### config.mk
export PLATFORM = sky130hd
export DESIGN_NAME = pipe_hazard_ctrl
export DESIGN_NICKNAME = d
export VERILOG_FILES = /design/src/rtl/pipe_hazard_ctrl.sv
export SDC_FILE = /design/constraint.sdc
export NUM_CORES = 1
export LEC_CHECK = 0
export CORE_MARGIN = 8
export CORE_UTILIZATION = 45
export CTS_BUF_LIST = sky130_fd_sc_hd__clkbuf_4
export CTS_CLUSTER_SIZE = 30
export DETAILED_ROUTE_END_ITERATION = 16
export MAX_ROUTING_LAYER = met4
export PLACE_DENSITY = 0.79
export SLEW_MARGIN = 10
export SYNTH_ARGS = -nofsm -noshare
export SYNTH_HDL_FRONTEND = slang
export SYNTH_SLANG_ARGS = --single-unit
### constraint.sdc
create_clock -name clk -period 2.1 [get_ports clk]
set_input_delay 0.42 -clock clk [delete_from_list [all_inputs] [get_ports clk]]
set_output_delay 0.42 -clock clk [all_outputs]
set_load 0.02 [all_outputs]
### src/rtl/pipe_hazard_ctrl.sv
// Pipeline buffer write/flush/bubble control for load-use, redirect and
// data-memory wait hazards, with a wait timeout and saturating event counters.
module pipe_hazard_ctrl #(
  parameter int unsigned REG_AW      = 5,
  parameter int unsigned MEM_TIMEOUT = 16,
  parameter int unsigned CNT_W       = 16
) (
  input  logic              clk,
  input  logic              reset,
  input  logic [REG_AW-1:0] id_rs1,
  input  logic [REG_AW-1:0] id_rs2,
  input  logic              idex_memread,
  input  logic [REG_AW-1:0] idex_rd,
  input  logic              ex_redirect,
  input  logic              exmem_memacc,
  input  logic              dmem_ready,
  output logic              pc_write,
  output logic              ifid_write,
  output logic              ifid_flush,
  output logic              idex_write,
  output logic              idex_flush,
  output logic              exmem_write,
  output logic              memwb_bubble,
  output logic              mem_err,
  output logic [CNT_W-1:0]  stall_cnt,
  output logic [CNT_W-1:0]  flush_cnt
);

  localparam int unsigned WAIT_W = 8;

  typedef enum logic {
    RUN      = 1'b0,
    MEM_WAIT = 1'b1
  } state_t;

  state_t            state;
  logic [WAIT_W-1:0] wait_cnt;
  logic              lu;
  logic              mem_stall;
  logic              wait_expired;
  logic              freeze;
  logic              stall_inc;
  logic              flush_inc;

  assign lu = idex_memread && (idex_rd != '0) &&
              ((idex_rd == id_rs1) || (idex_rd == id_rs2));
  assign mem_stall    = exmem_memacc && !dmem_ready;
  assign wait_expired = (wait_cnt == WAIT_W'(MEM_TIMEOUT - 1));

  // Mealy buffer controls; memory wait outranks redirect, which outranks load-use
  always_comb begin
    pc_write     = 1'b1;
    ifid_write   = 1'b1;
    ifid_flush   = 1'b0;
    idex_write   = 1'b1;
    idex_flush   = 1'b0;
    exmem_write  = 1'b1;
    memwb_bubble = 1'b0;
    freeze       = 1'b0;
    flush_inc    = 1'b0;
    stall_inc    = 1'b0;
    if (!reset) begin
      case (state)
        RUN: begin
          if (mem_stall) begin
            freeze = 1'b1;
          end else if (ex_redirect) begin
            ifid_flush = 1'b1;
            idex_flush = 1'b1;
            flush_inc  = 1'b1;
          end else if (lu) begin
            pc_write   = 1'b0;
            ifid_write = 1'b0;
            idex_flush = 1'b1;
            stall_inc  = 1'b1;
          end
        end
        MEM_WAIT: begin
          // a ready access retires this cycle with normal controls
          freeze = !dmem_ready;
        end
        default: ;
      endcase
    end
    if (freeze) begin
      pc_write     = 1'b0;
      ifid_write   = 1'b0;
      idex_write   = 1'b0;
      exmem_write  = 1'b0;
      memwb_bubble = 1'b1;
      stall_inc    = 1'b1;
    end
  end

  // State, wait timer, sticky error and saturating counters
  always_ff @(posedge clk) begin
    if (reset) begin
      state     <= RUN;
      wait_cnt  <= '0;
      mem_err   <= 1'b0;
      stall_cnt <= '0;
      flush_cnt <= '0;
    end else begin
      case (state)
        RUN: begin
          if (mem_stall) begin
            state    <= MEM_WAIT;
            wait_cnt <= WAIT_W'(1);
          end
        end
        MEM_WAIT: begin
          if (dmem_ready) begin
            state <= RUN;
          end else if (wait_expired) begin
            mem_err <= 1'b1;
            state   <= RUN;
          end else begin
            wait_cnt <= wait_cnt + WAIT_W'(1);
          end
        end
        default: state <= RUN;
      endcase
      if (stall_inc && (stall_cnt != '1)) stall_cnt <= stall_cnt + CNT_W'(1);
      if (flush_inc && (flush_cnt != '1)) flush_cnt <= flush_cnt + CNT_W'(1);
    end
  end

endmodule

# ---- Word-level counts from Yosys, hierarchy flattened
# Index checks and enable logic that the tools add are counted.
dict set report classes {
  addsub 3
  n_bitwise 2
  reduce_logical 10
  n_eq_ne 8
  mux 32
}
# cell count
set op_table {}
lappend op_table {{$add 16x1->16 const B} 2}
lappend op_table {{$ne 16x16->1 const B} 2}
lappend op_table {{$mux 1} 26}
lappend op_table {{$mux 8} 3}
lappend op_table {{$pmux 8 s2} 1}
lappend op_table {{$eq 5x5->1} 2}
lappend op_table {{$add 8x1->8 const B} 1}
lappend op_table {{$eq 8x4->1 const B} 1}
lappend op_table {{$ne 2x2->1 const B} 3}
lappend op_table {{$reduce_and 3->1} 2}
lappend op_table {{$logic_and 1x1->1} 5}
lappend op_table {{$reduce_bool 5->1} 1}
lappend op_table {{$pmux 1 s2} 2}
lappend op_table {{$not 1->1} 2}
lappend op_table {{$logic_not 1->1} 1}
lappend op_table {{$logic_or 1x1->1} 1}
dict set report word_totals {
  regBits 42
  word_cells 60
  out_inout_bits 40
  inputBits 21
}

# ---- Longest topological paths before layout
# Gate-level depths: netlist (run 1).
dict set report depth {
  word_depth 10
  ltp_mapped 9
}

# ---- Worst setup path before layout (run 1)
# Ideal clock, no wire load.
dict set report synth_path {
  path_type {reg-to-reg}
  start {register stall_cnt[0]}
  end {register stall_cnt[5]}
  stages_incl_launch_ff 10
  path_slack_ns -0.058
  t_arrival_ns 2.026
  required_ns 1.968
  setup_time_ns 0.132
  period_less_slack_ns 2.158
  path_cell_list {dfxtp_1 > ha_1 > and2_1 > and4_4 > a2111oi_2 > a21oi_1 > buf_2 > buf_4 > o31ai_1 > a21oi_1}
}
dict set report synth_via {
  elab_chain_cells 2
  word_cells_on_any_way 3
  classes_between {add/sub (1); eq/ne (1); reduce/logical (1)}
}
# item line_no
set synth_lines {}
lappend synth_lines {{from (decl)} 25} ;# output logic [CNT_W-1:0] stall_cnt,
lappend synth_lines {{from (signal assigned)} 123} ;# if (stall_inc && (stall_cnt != '1)) stall_cnt <= stall_cnt + CNT_W'(1);
lappend synth_lines {{branches (longest 2 deep; another with $add 16x1->16)} n/a}
# Parallel ways; which one is timed is not known.
# A chain may end at the register's enable or synchronous reset.

# ---- Worst setup path after layout (run 1)
dict set report layout_path {
  start {input port idex_rd[2]}
  end {output port idex_flush}
}
dict set report layout_via {
  elab_chain_cells 8
  word_cells_on_any_way 11
  classes_between {eq/ne (2); mux (5); reduce/logical (4)}
}
# item line_no
set layout_lines {}
lappend layout_lines {{from (decl)} 13} ;# input logic [REG_AW-1:0] idex_rd,
lappend layout_lines {{$eq 5x5->1 or $reduce_bool 5->1 (tied branches)} {46, 45}}
lappend layout_lines {{$logic_or 1x1->1 or $logic_and 1x1->1 (tied branches)} {46, 45}}
lappend layout_lines {{$logic_and 1x1->1 *} 45} ;# assign lu = idex_memread && (idex_rd != '0) &&
lappend layout_lines {{$mux 1 *} 71} ;# end else if (lu) begin
lappend layout_lines {{$mux 1 *} 67} ;# end else if (ex_redirect) begin
lappend layout_lines {{$mux 1 *} 65} ;# if (mem_stall) begin
lappend layout_lines {{$mux 1 *} 63} ;# case (state)
lappend layout_lines {{$mux 1 *} 62} ;# if (!reset) begin
lappend layout_lines {{to (decl)} 21} ;# output logic idex_flush,
# Mark *: on every way between the ends. The rest lies on a longest branch, timed or not.

==> results.md, run 1 <==
- Max clock buf depth: 2
- Total power: 1.440 mW
- Initial DRC count: 95
- Max Cap Violations: 0
- Die W: 85.66 um
- GRT Total Usage: 16.39%
- Die area: 0.007337 mm^2
- First-pass GRT wire length: between 9000 and 10000 um
- R2R Path Start: stall_cnt[0]$_SDFFE_PP0P_
- Data required, critical path: 1.68 ns
- Commonest cells in the netlist: dfxtp_1, nor2_1, a21oi_1
- Cell count of the worst reg-to-reg path: 8
- WP depth: 7
- Routed WL: 6023 um
- DP Wirelength: 4536 um
- Clock slew at reported path FFs: 0.11 ns
- Residual DRC: 0
- WS Path Type: in2out
- Critical path capture point type: primary output
- Synth Area in XOR/XNOR: 11.23%
- Post-Synth Adder-Cell Area: 1.719%
- GPL Wtd Cong: 0.8327
- Slowest stage cell, crit path: or4_4
- Io pins: 61
- Htree depth: 2
- Rel. slew slack: between 70% and 80%
- CTS tree: done
- Mapped Area: about 0.0022 mm^2
- Critical Path AT: 1.67 ns
- Most frequent cell on the critical path: buf_6
- Area Growth Syn to Fin: 52.49%
- Final-stage net count: 388
- Leak Pwr: 1.310 nW
- Top-area cell type share of the netlist area: 38.51%
- Mux cell area share after synthesis: 1.433%
- Row count: 25
- Syn Nets: around 290
- GR Overflow Total: 0
- Worst path bufs/invs: 3
- Setup Skew: 0.01652 ns
- EDFF count, synth: 0
- Hold-fix buffers, CTS: 0
- Synth Area in Compound Gates: 13.93%
- Core Footprint: 0.004692 mm^2
- Worst path cell trace: buf_6, or4_4, o21ai_4, buf_6, nand2b_4, a21oi_2, buf_6
- Starting Density: a little under half
- Capture point of the worst reg-to-reg path: stall_cnt[5]$_SDFFE_PP0P_
- Clock insertion delay at the later pin of the skew report: 0.35 ns
- Layout Cells excl Fill: 418
- Remaining antenna violation count: 0
- Post-synth top flop: dfxtp_1
- Largest family of logic cells by synthesized area: simple AND/OR/NAND/NOR gates
- Antenna cell count: 0
- Hold WS: 0.4667 ns
- Layout cells sized above 1: between 20 and 30%
- Sequential fraction of the synthesis area: 38.51%
- Critical path's largest stage delay: approximately 0.54 ns
- Avg Synthesized Cell Area: 8.365 um^2
- Status: completed
- Asr flop ratio synth: 0%
- TritonCTS buffer count: 5
- DR WL/cell: 14.41 um
- Distinct cell type count after synthesis: 42
- WL met1: 2546 um
- Via count: 2254
- Fin crit period: 2.087 ns
- RSZ-0062 raised after global routing: true
- CP endpoint: idex_flush
- Cells after Synth: about 260
- Final setup viols: 0
- Min-delay worst type: in2reg
- Root buffer cell: clkbuf_4
- Simple-gate portion of the synthesized area: 29.00%
- Metal2 WL: 3200 um
- Largest net degree at the start of global routing: 21
- Final Slew Violations: 0
- Final Hold Viols: 0
- Synth area leader: dfxtp_1
- Top routing layer in use: met4
- Inst Count DP: 406
- Slew @ Worst Pin: roughly 0.44 ns
- Peak supply drop: 0.0002656 V
- Flop-to-flop setup slack: 0.06 ns
- Met3 routed WL: around 220 um
- Top Family by Delay on Critical Path: simple AND/OR/NAND/NOR gates
- Count leader, synth: dfxtp_1
- Vias in the first global route: between 2000 and 2500
- FMAX: 479.2 MHz
- First drt pass iteration count: 4
- Worst setup path start: idex_rd[2]
- CP max FO: 2
- CP Launch Type: primary input
- Ys Warns: 0
- Clk sinks: 42
- Pwr Density: 432.4 mW/mm^2
- Top post-synthesis cells by area: dfxtp_1, xnor2_1, a21oi_1
- #FFs+latches synth: 42
- Die Ht: 85.66 um
- Number of port buffers: 60
- Period utilization: between 90 and 100%
- Vias per cell: 5.392
- Initial antenna violation count: 0
==> layout make-up <==
| cell class | instances | area, um^2 |
|---|---|---|
| well taps | 54 | 67.56 |
| repair buffers | 106 | 974.7 |
| fillers | 371 | 1363 |
| multi-input cells | 200 | 1358 |
| inverters | 9 | 33.78 |
| flip-flops and latches | 42 | 843.3 |
| clock inverters | 1 | 7.507 |
| clock buffers | 6 | 45.04 |
==> worst register-to-register path, stage by stage, from the launching register on <==
cell,delay (ns)
dfxtp_2,0.34
ha_2,0.18
and2_1,0.17
and4_4,0.20
a2111oi_4,0.30
a21oi_2,0.12
buf_12,0.16
or4_4,0.42
a21oi_2,0.11
==> sequential cells by signal, indices dropped and copies added (netlist names) <==
name / flops
wait_cnt: 8
mem_err: 1
stall_cnt: 16
state: 1
flush_cnt: 16
==> cell families (layout without fill, tap and decap cells) <==
logic type	count (synthesis)	in the layout
buffers and inverters	19	122
AO/OA/AOI/OAI	51	51
AND/OR/NAND/NOR	115	115
XOR/XNOR	28	28
adder cells (fa/ha/maj)	3	3
multiplexers	3	3
flip-flops	42	42
==> repair_timing <==
action | 4_1_cts | 5_1_grt
resized for setup | 58 | 31
pin swaps | 9 | 18
endpoints found under the setup margin | 22 | 19
buffers inserted | 1 | 4
==> placed cells by master (no fill, tap or decap), drive strengths merged, types with 2 or more instances in the layout <==
master	netlist	routed
buf	5	56
dfxtp	42	42
clkdlybuf4s50	0	36
nor2	27	27
a21oi	23	23
xnor2	16	16
nand2	16	16
o21ai	16	16
nand3	15	15
or3	15	15
xor2	12	12
dlymetal6s2s	0	10
inv	9	9
nand4	7	7
or4	7	7
and3	6	6
clkbuf	5	6
nor3	5	5
o31ai	4	4
and4	4	4
nand2b	4	4
and2	3	3
dlygate4sd2	0	3
ha	3	3
or2	2	2
nor2b	2	2
nor4	2	2
mux2i	2	2
o21bai	2	2
==> worst min path at each step <==
stage / from / end / slack, ns / depth (start not counted)
after global routing: reset / mem_err$_SDFFE_PP0P_ / 0.46 / 2
final: reset / mem_err$_SDFFE_PP0P_ / 0.47 / 2
after CTS: reset / mem_err$_SDFFE_PP0P_ / 0.43 / 2
after global placement: mem_err$_SDFFE_PP0P_ / mem_err$_SDFFE_PP0P_ / 0.46 / 2
after detailed placement: mem_err$_SDFFE_PP0P_ / mem_err$_SDFFE_PP0P_ / 0.47 / 2
after floorplan: wait_cnt[7]$_SDFFE_PP0P_ / wait_cnt[7]$_SDFFE_PP0P_ / 0.46 / 2
==> stage by stage <==
step | worst slack, ns | setup TNS [ns] | utilization [%] | area [um^2]
floorplan | 0.004780 | 0 | - | 2191
global placement | -0.7949 | -12.71 | 66.53 | 3122
detailed placement | -0.8947 | -14.07 | 66.53 | 3122
CTS | -0.02338 | -0.05192 | 68.21 | 3201
global route | -0.02697 | -0.04453 | 70.96 | 3329
finish | 0.01306 | 0 | 70.96 | 3329
==> layer usage <==
layer / vias to the layer above / GRT usage [%]
met5: - / -
li1: 1129 / -
met4: 0 / 6.051
met1: 1077 / 16.39
met3: 5 / 3.725
met2: 43 / 30.32
==> where the power goes <==
group	switching (mW)	internal, mW
logic	0.114	0.127
registers	0.00674	0.804
clock network	0.251	0.138
Power figures use the tool's default switching activity.
==> inputs of run 2 (changes only) <==
==> constraint.sdc (replaced) <==
create_clock -name clk -period 2.1 [get_ports clk]
set_input_delay 0.42 -clock clk [delete_from_list [all_inputs] [get_ports clk]]
set_output_delay 0.42 -clock clk [all_outputs]
set_load 0.05 [all_outputs]
==> run 2 against run 1 <==
The run now ends with setup timing left. Via count increased by 4.4%. Routed wire length is 9.0% higher. Critical path depth unchanged. Final cell count grew 0.24%. Combinational power increased by 27%. Count of clock-buffer cells in the layout fell by 1. Sequential share of layout area decreased by 0.85 points.
==> results.md, run 2 (synthesis gave the netlist of run 1 again) <==
- Status: finished with violations (was completed)
- Failing checks: setup timing
- Final Hold Viols: 0 (unchanged)
- Cell count of the worst reg-to-reg path: 8 (unchanged)
- Setup WS post-layout: -0.07462 ns (was 0.01306 ns)
- Htree depth: 2 (unchanged)
- Area Growth Syn to Fin: 61.78% (was 52.49%)
- Hold WS: 0.4976 ns (was 0.4667 ns)
- Largest net degree at the start of global routing: 38 (was 21)
- Vias per cell: 5.616 (was 5.392)
- Hold path endpoint: mem_err$_SDFFE_PP0P_ (unchanged)
- R2R Path Start: stall_cnt[0]$_SDFFE_PP0P_ (unchanged)
- DR WL/cell: 15.67 um (was 14.41 um)
- Final Slew Violations: 0 (unchanged)
- Vias in the first global route: 2329 (was 2300)
- Filler Cells Inserted: 341 (was 371)
- Pwr Density: 430.2 mW/mm^2 (was 432.4 mW/mm^2)
- Most common cell after layout, fill and taps aside: buf_4 (unchanged)
- Initial antenna violation count: 0 (unchanged)
- DP Wirelength: 4357 um (was 4536 um)
- Number of port buffers: 60 (unchanged)
- Data required, critical path: 1.68 ns (about the same)
- CP Launch Type: primary input (unchanged)
- Peak supply drop: 0.0003587 V (was 0.0002656 V)
- Routed WL: 6566 um (was 6023 um)
- Period utilization: 103.6% (was 99.38%)
- FMAX: 459.9 MHz (was 479.2 MHz)
- RSZ-0062 raised after global routing: true (unchanged)
- Final-stage net count: 388 (unchanged)
- First drt pass iteration count: 4 (unchanged)
- Via count: 2353 (was 2254)
- Residual DRC: 0 (unchanged)
- Hold-fix buffers, CTS: 0 (unchanged)
- Top Registers: flush_cnt x16, stall_cnt x16, wait_cnt x8 (unchanged)
- TritonCTS buffer count: 5 (unchanged)
- Die W: 85.66 um (unchanged)
- Setup TNS: -0.3170 ns (was 0 ns)
- Row count: 25 (unchanged)
- Layout cells sized above 1: 30.41% (was 25.00%)
- Critical path capture point type: primary output (unchanged)
- Antenna cell count: 0 (unchanged)
- Slew @ Worst Pin: 0.5281 ns (was 0.4397 ns)
- Final setup viols: 9 (was 0)
- Critical Path AT: 1.75 ns (was 1.67 ns)
- Remaining antenna violation count: 0 (unchanged)
- Die area: 0.007337 mm^2 (unchanged)
- Flop-to-flop setup slack: -0.06 ns (was 0.06 ns)
- Clk sinks: 42 (unchanged)
- Clock insertion delay at the later pin of the skew report: 0.36 ns (was 0.35 ns)
- GR Overflow Total: 0 (unchanged)
- WS Path Type: in2out (unchanged)
- GRT Total Usage: 17.59% (was 16.39%)
- Rel. slew slack: 64.69% (was 70.63%)
- First-pass GRT wire length: 10410 um (was 9811 um)
- CP max FO: 2 (unchanged)
- Min-delay worst type: reg2reg (was in2reg)
- Initial DRC count: 83 (was 95)
- Starting Density: 46.53% (unchanged)
- Min-delay src: mem_err$_SDFFE_PP0P_ (was reset)
- Die Ht: 85.66 um (unchanged)
- Max Cap Violations: 0 (unchanged)
- Core Footprint: 0.004692 mm^2 (unchanged)
- Max clock buf depth: 2 (unchanged)
- GPL Wtd Cong: 0.8150 (was 0.8327)
- Setup Skew: 0.01880 ns (was 0.01652 ns)
- Number of stages on the worst hold path: 2 (unchanged)
- CTS tree: done (unchanged)
- Io pins: 61 (unchanged)
- Root buffer cell: clkbuf_4 (unchanged)
- Capture point of the worst reg-to-reg path: stall_cnt[5]$_SDFFE_PP0P_ (unchanged)
- Fin crit period: 2.175 ns (was 2.087 ns)
- Leak Pwr: 1.581 nW (was 1.310 nW)
- Commonest non-fill, non-tap cells in the layout: buf_4, nor2_1, dfxtp_1 (was buf_4, dfxtp_1, clkdlybuf4s50_1)
- Clock slew at reported path FFs: 0.13 ns (was 0.11 ns)
## run 2: repair_timing
item                                    CTS  global route
gates cloned                              2             0
resized for setup                        42            36
endpoints found under the hold margin     0             0
buffers inserted                          4             4
endpoints found under the setup margin   16            31
pin swaps                                21            17
## run 2: metal layers
layer | GRT usage (%) | share of wire, % | up-vias
met2 | 31.38 | 52 | 86
li1 | - | - | 1130
met1 | 17.76 | 41 | 1125
met5 | - | 0 | -
met4 | 5.732 | 1.6 | 0
met3 | 5.731 | 5.9 | 12
## run 2: metrics by stage
stage	std cells	area (um^2)	setup slack [ns]	power [mW]	utilization, %
final	419	3532	-0.07462	1.519	75.28
after global routing	419	3532	-0.1187	1.587	75.28
after CTS	415	3395	-0.04895	1.517	72.35
after detailed placement	401	3203	-0.4361	1.091	68.27
after global placement	401	3203	-0.3857	1.087	68.27
after floorplan	261	2247	-0.1766	0.9572	-
## run 2: layout make-up
cell class	count	area (um^2)	area share (%)
Clock buffer	5	37.54	1.063
Tap cell	54	67.56	1.913
Timing Repair Buffer	106	1106	31.31
Clock inverter	3	16.27	0.4605
Multi-Input combinational cell	200	1403	39.71
Inverter	9	37.54	1.063
Sequential cell	42	864.6	24.48
## run 2: worst max-delay path, cell delays in order
cell,delay (ns)
buf_6,0.09
or4_4,0.54
o21ai_4,0.19
nor3_4,0.07
a21oi_2,0.17
buf_6,0.14
buf_12,0.13
## run 2: how the worst max path moves through the flow
stage	endpoint	slack (ns)	start	depth (start not counted)
2_1_floorplan	flush_cnt[12]$_SDFFE_PP0P_	-0.18	reset	6
3_3_place_gp	ifid_write	-0.39	idex_rd[1]	7
3_5_place_dp	ifid_write	-0.44	idex_rd[1]	7
4_1_cts	ifid_write	-0.05	idex_rd[2]	7
5_1_grt	stall_cnt[5]$_SDFFE_PP0P_	-0.12	stall_cnt[0]$_SDFFE_PP0P_	8
6_report	pc_write	-0.07	idex_rd[2]	7
## run 2: power breakdown
| part | total, mW | switching (mW) | internal (mW) |
|---|---|---|---|
| Clock | 0.404 | 0.280 | 0.125 |
| Sequential | 0.810 | 0.00709 | 0.803 |
| Combinational | 0.305 | 0.150 | 0.156 |
| Total | 1.52 | 0.436 | 1.08 |
